### src/rtl/add_sub_pkg.sv
// Shared types and constants for the sequential add/sub unit.
package add_sub_pkg;

    typedef enum logic [1:0] {
        IDLE = 2'd0,
        RUN  = 2'd1,
        DONE = 2'd2
    } add_sub_state_t;

    localparam logic MODE_ADD = 1'b0;
    localparam logic MODE_SUB = 1'b1;

endpackage

### src/rtl/add_sub_slice.sv
// One SLICE-bit ripple stage of the add/sub datapath; purely combinational.
module add_sub_slice
    import add_sub_pkg::*;
#(
    parameter int SLICE = 2
) (
    input  logic [SLICE-1:0] a_i,
    input  logic [SLICE-1:0] b_i,
    input  logic             m,
    input  logic             cin,
    output logic [SLICE-1:0] sum,
    output logic             cout,
    output logic             c_msb_in
);

    logic [SLICE-1:0] w_bx;
    logic             w_c;

    // Ripple through the slice, capturing the carry entering the top bit for overflow.
    always_comb begin
        w_bx     = b_i ^ {SLICE{m == MODE_SUB}};
        w_c      = cin;
        sum      = {SLICE{1'b0}};
        c_msb_in = 1'b0;
        for (int i = 0; i < SLICE; i++) begin
            if (i == SLICE - 1) begin
                c_msb_in = w_c;
            end else begin
                c_msb_in = c_msb_in;
            end
            sum[i] = a_i[i] ^ w_bx[i] ^ w_c;
            w_c    = (a_i[i] & w_bx[i]) | (a_i[i] & w_c) | (w_bx[i] & w_c);
        end
        cout = w_c;
    end

endmodule

### src/rtl/seq_add_sub_unit.sv
// Multi-cycle two's-complement adder/subtractor, SLICE bits per clock through a
// registered carry; result and flags are published with a one-cycle done pulse.
module seq_add_sub_unit
    import add_sub_pkg::*;
#(
    parameter int WIDTH = 8,
    parameter int SLICE = 2
) (
    input  logic             clk,
    input  logic             rst_n,
    input  logic             start,
    input  logic [WIDTH-1:0] a,
    input  logic [WIDTH-1:0] b,
    input  logic             m,
    output logic             busy,
    output logic             done,
    output logic [WIDTH-1:0] result,
    output logic             carry_out,
    output logic             overflow,
    output logic             zero
);

    localparam int N     = WIDTH / SLICE;
    localparam int IDX_W = (N > 1) ? $clog2(N) : 1;
    localparam logic [IDX_W-1:0] LAST_IDX = IDX_W'(N - 1);

    if ((WIDTH % SLICE) != 0 || WIDTH < 2) begin : g_bad_param
        $error("seq_add_sub_unit: WIDTH must be >= 2 and a multiple of SLICE");
    end

    add_sub_state_t   r_state;
    logic [WIDTH-1:0] r_a;
    logic [WIDTH-1:0] r_b;
    logic             r_m;
    logic             r_carry;
    logic [IDX_W-1:0] r_idx;
    logic [WIDTH-1:0] r_acc;
    logic [WIDTH-1:0] r_result;
    logic             r_carry_out;
    logic             r_overflow;
    logic             r_zero;
    logic             r_busy;
    logic             r_done;

    int               w_lo;
    logic [SLICE-1:0] w_a_slice;
    logic [SLICE-1:0] w_b_slice;
    logic [SLICE-1:0] w_sum;
    logic             w_cout;
    logic             w_c_msb_in;
    logic [WIDTH-1:0] w_acc_next;

    // Select the active operand slice and merge its sum into the accumulator image.
    always_comb begin
        w_lo       = int'(r_idx) * SLICE;
        w_a_slice  = r_a[w_lo +: SLICE];
        w_b_slice  = r_b[w_lo +: SLICE];
        w_acc_next = r_acc;
        w_acc_next[w_lo +: SLICE] = w_sum;
    end

    add_sub_slice #(.SLICE(SLICE)) u_slice (
        .a_i      (w_a_slice),
        .b_i      (w_b_slice),
        .m        (r_m),
        .cin      (r_carry),
        .sum      (w_sum),
        .cout     (w_cout),
        .c_msb_in (w_c_msb_in)
    );

    // Control FSM with datapath and output registers; start is only honoured in IDLE and DONE.
    always_ff @(posedge clk or negedge rst_n) begin
        if (!rst_n) begin
            r_state     <= IDLE;
            r_a         <= {WIDTH{1'b0}};
            r_b         <= {WIDTH{1'b0}};
            r_m         <= MODE_ADD;
            r_carry     <= 1'b0;
            r_idx       <= {IDX_W{1'b0}};
            r_acc       <= {WIDTH{1'b0}};
            r_result    <= {WIDTH{1'b0}};
            r_carry_out <= 1'b0;
            r_overflow  <= 1'b0;
            r_zero      <= 1'b0;
            r_busy      <= 1'b0;
            r_done      <= 1'b0;
        end else begin
            case (r_state)
                IDLE, DONE: begin
                    r_done <= 1'b0;
                    if (start) begin
                        r_a     <= a;
                        r_b     <= b;
                        r_m     <= m;
                        r_carry <= m;
                        r_idx   <= {IDX_W{1'b0}};
                        r_busy  <= 1'b1;
                        r_state <= RUN;
                    end else begin
                        r_busy  <= 1'b0;
                        r_state <= IDLE;
                    end
                end
                RUN: begin
                    r_acc   <= w_acc_next;
                    r_carry <= w_cout;
                    if (r_idx == LAST_IDX) begin
                        r_result    <= w_acc_next;
                        r_carry_out <= w_cout;
                        r_overflow  <= w_cout ^ w_c_msb_in;
                        r_zero      <= (w_acc_next == {WIDTH{1'b0}});
                        r_done      <= 1'b1;
                        r_busy      <= 1'b0;
                        r_state     <= DONE;
                    end else begin
                        r_idx <= r_idx + IDX_W'(1'b1);
                    end
                end
                default: begin
                    r_state <= IDLE;
                    r_busy  <= 1'b0;
                    r_done  <= 1'b0;
                end
            endcase
        end
    end

    assign busy      = r_busy;
    assign done      = r_done;
    assign result    = r_result;
    assign carry_out = r_carry_out;
    assign overflow  = r_overflow;
    assign zero      = r_zero;

endmodule
### config.mk
export PLATFORM = sky130hd
export DESIGN_NAME = seq_add_sub_unit
export DESIGN_NICKNAME = d
export VERILOG_FILES = /design/src/rtl/add_sub_pkg.sv /design/src/rtl/add_sub_slice.sv /design/src/rtl/seq_add_sub_unit.sv
export SDC_FILE = /design/constraint.sdc
export NUM_CORES = 1
export LEC_CHECK = 0
export ABC_AREA = 1
export CAP_MARGIN = 20
export CORE_MARGIN = 2
export CORE_UTILIZATION = 53
export CTS_CLUSTER_SIZE = 25
export DETAILED_ROUTE_END_ITERATION = 6
export PLACE_DENSITY = 0.84
export REMOVE_ABC_BUFFERS = 1
export SLEW_MARGIN = 20
export SYNTH_ARGS = -nofsm -noshare
export SYNTH_HDL_FRONTEND = slang
export SYNTH_SLANG_ARGS = --single-unit
### constraint.sdc
create_clock -name clk -period 3.5 [get_ports clk]
set_input_delay 0.7 -clock clk [delete_from_list [all_inputs] [get_ports clk]]
set_output_delay 0.7 -clock clk [all_outputs]
set_load 0.02 [all_outputs]
==> metrics.txt <==
fillers=317; Post-CTS Setup Bufs=0; # diodes=0; share of layout cells above drive strength 1=7.14%; Buffers on Ports=32; Layout area overhead=21.6%; Placer Congestion=0.878; leakage=0.00122 uW; Tot GR Track Use=18.9%; Worst Hold End=carry_out; Hold Crit Class=reg -> reg; Mean Syn Cell Area=8.27 sq um; Register-to-Register Path Depth=15; row cnt=22; Die ar.=4330 sq um; first-pass GRT wire length=6.22 mm; starting density of the core=55.3%; post-CTS sizing=0; Pwr per Cell Area=923 nW/um^2; initial DRC count=146; Num CTS Buffers=5; Root Driver=clkbuf_8; total chip power=2270 uW; post-synthesis sequential area ratio=51.9%; #FFs+latches synth=42; Die X=65.8 microns; sequential share of power=36.1%; Clk pwr share=13.8%; Final Cycle Share=79.7%; I/O pins=33; Startpoint Class=flop; count of cell types in the netlist=25; Worst-path clk slew=80 ps; max-slew violations=0; Clock Latency Late Sink=290 ps; drt wl/cell=11.2 microns; Total Wirelength=3.67 mm; Vias/cell=4.91; GRT overflow=0; Post-Syn Instances=245; Min-Delay Startpoint=carry_out; Finished Core Util=67.3%; max_cap viols=0; Final TNS setup=0 ps; Max Fclk=358 MHz; CTS tree=built; Post-layout nets=307; Reg2Reg Launch Point=r_idx[0]; Setup Skew=5.68 ps; Req. time, crit path=3740 ps; Worst Tran Pin Value=891 ps; DR vias=1610; Reg2Reg Setup Slack=710 ps; crit-path max FO=17; First-pass DRT Iterations=4; core box area=3660 sq um; switching share of power=43.3%; design area=2460 sq um; CP Class=reg -> reg; Syn Std Cell Area=2030 sq um; Setup Viol. Count Final=0; FF-to-FF End=zero; placed cell areas=2370 sq um; Hold Path Stages=2; final worst path period need=2790 ps; YS warnings=0; Final ANT Viol Nets=0; vias in the first global route=1492; RSZ-0062 raised after global routing=no; hold buffers post-CTS=0; peak supply drop=353 uV; Clock Tree Buf Depth=2; switching pwr=983 uW; Die H=65.8 microns; H-tree depth=2; CP Capture Type=flop; max_slew headroom=40.6%; worst setup path start=r_idx[0]; status=completed; Comb pwr share=50.0%; arrival time worst endpoint=3030 ps; largest net degree at the start of global routing=43; Final HPWL DP=2.70 mm; residual DRC count=0; hold slack=477 ps; initial antenna violation count=0; Int Power=1290 uW; clock sinks=42; Fin. Hold Viols=0
## kinds of logic after synthesis
family | Yosys count | share of synthesized area (%)
xor gates and xnor gates | 3 | 1.30
DFF | 42 | 51.9
and+or+nand+nor | 136 | 27.7
adders and majority gates | 8 | 5.68
buffers and inverters | 28 | 5.74
AOI/OAI and AO/OA | 28 | 7.72
## final cells by class
class / count / area (sq um) / area share [%]
flip-flops and latches: 42 / 1050 / 42.7
repair buffers: 32 / 315 / 12.8
clock inverters: 1 / 5.00 / 0.203
multi-input cells: 175 / 858 / 34.9
well taps: 48 / 60.1 / 2.44
clock buffers: 7 / 86.3 / 3.51
inverters: 23 / 86.3 / 3.51
## routing by layer
layer	GRT usage (%)	vias to the layer above	wire length (microns)
met4	6.77	0	29
li1	-	822	-
met5	0	-	0
met2	33.6	35	1910
met3	5.11	3	147
met1	21.8	750	1580
## registers in the layout, summed over array words and instances, names as in the netlist, 2 cells and up
name and cells:
r_acc 8, r_a 8, r_b 8, r_idx 2, result 8
## through the flow
stage,setup WS (ps),std cells
floorplan,1010,240
global placement,825,320
detailed placement,730,320
CTS,714,328
global route,439,328
finish,711,328
## layout by cell type (no fill, tap or decap), types with 2 or more instances in the layout
| master | n |
|---|---|
| clkbuf_8 | 6 |
| clkdlybuf4s50_1 | 31 |
| dfrtp_1 | 42 |
| fa_1 | 2 |
| ha_1 | 6 |
| inv_1 | 18 |
| inv_2 | 5 |
| nand2_1 | 101 |
| nand3_1 | 10 |
| nor2_1 | 19 |
| nor2_2 | 2 |
| o21a_1 | 2 |
| o21ai_0 | 15 |
| o21ai_1 | 6 |
| xor2_1 | 3 |
## synthesized netlist by cell type (all sizes together)
cell	number	share of area, %
nand2	102	19
a31oi	1	0.31
inv	23	4.3
dfrtp	42	52
a21oi	1	0.25
ha	6	3.7
fa	2	2.0
a32o	1	0.49
o21ai	22	5.6
clkbuf	1	0.19
nor2	23	5.7
nand3	11	3.0
xor2	3	1.3
buf	4	1.3
o21a	2	0.74
o22ai	1	0.31
## how the worst max path moves through the flow
stage,endpoint,slack [ps],cells past startpoint
CTS,zero,710,15
global placement,zero,830,14
floorplan,zero,1010,15
finish,zero,710,15
global route,zero,440,15
detailed placement,zero,730,15
## critical path: stages (launching register included)
cell	delay, ps
dfrtp_1	670
inv_2	210
nand2_1	100
nand3_1	60
nand2_1	90
xor2_1	70
fa_1	400
inv_1	90
fa_1	440
nand3_1	140
nor2_1	50
nor2_1	140
nand2_1	70
nor2_1	90
nand2_1	60
nand2_1	50
## power groups by stage
stage | clock network (uW) | registers, uW | logic, uW
6_report | 314 | 821 | 1140
5_1_grt | 345 | 849 | 1290
4_1_cts | 322 | 822 | 1150
3_5_place_dp | 0 | 831 | 1140
3_3_place_gp | 0 | 823 | 1120
2_1_floorplan | 0 | 869 | 757
(Power assumes the default switching activity.)
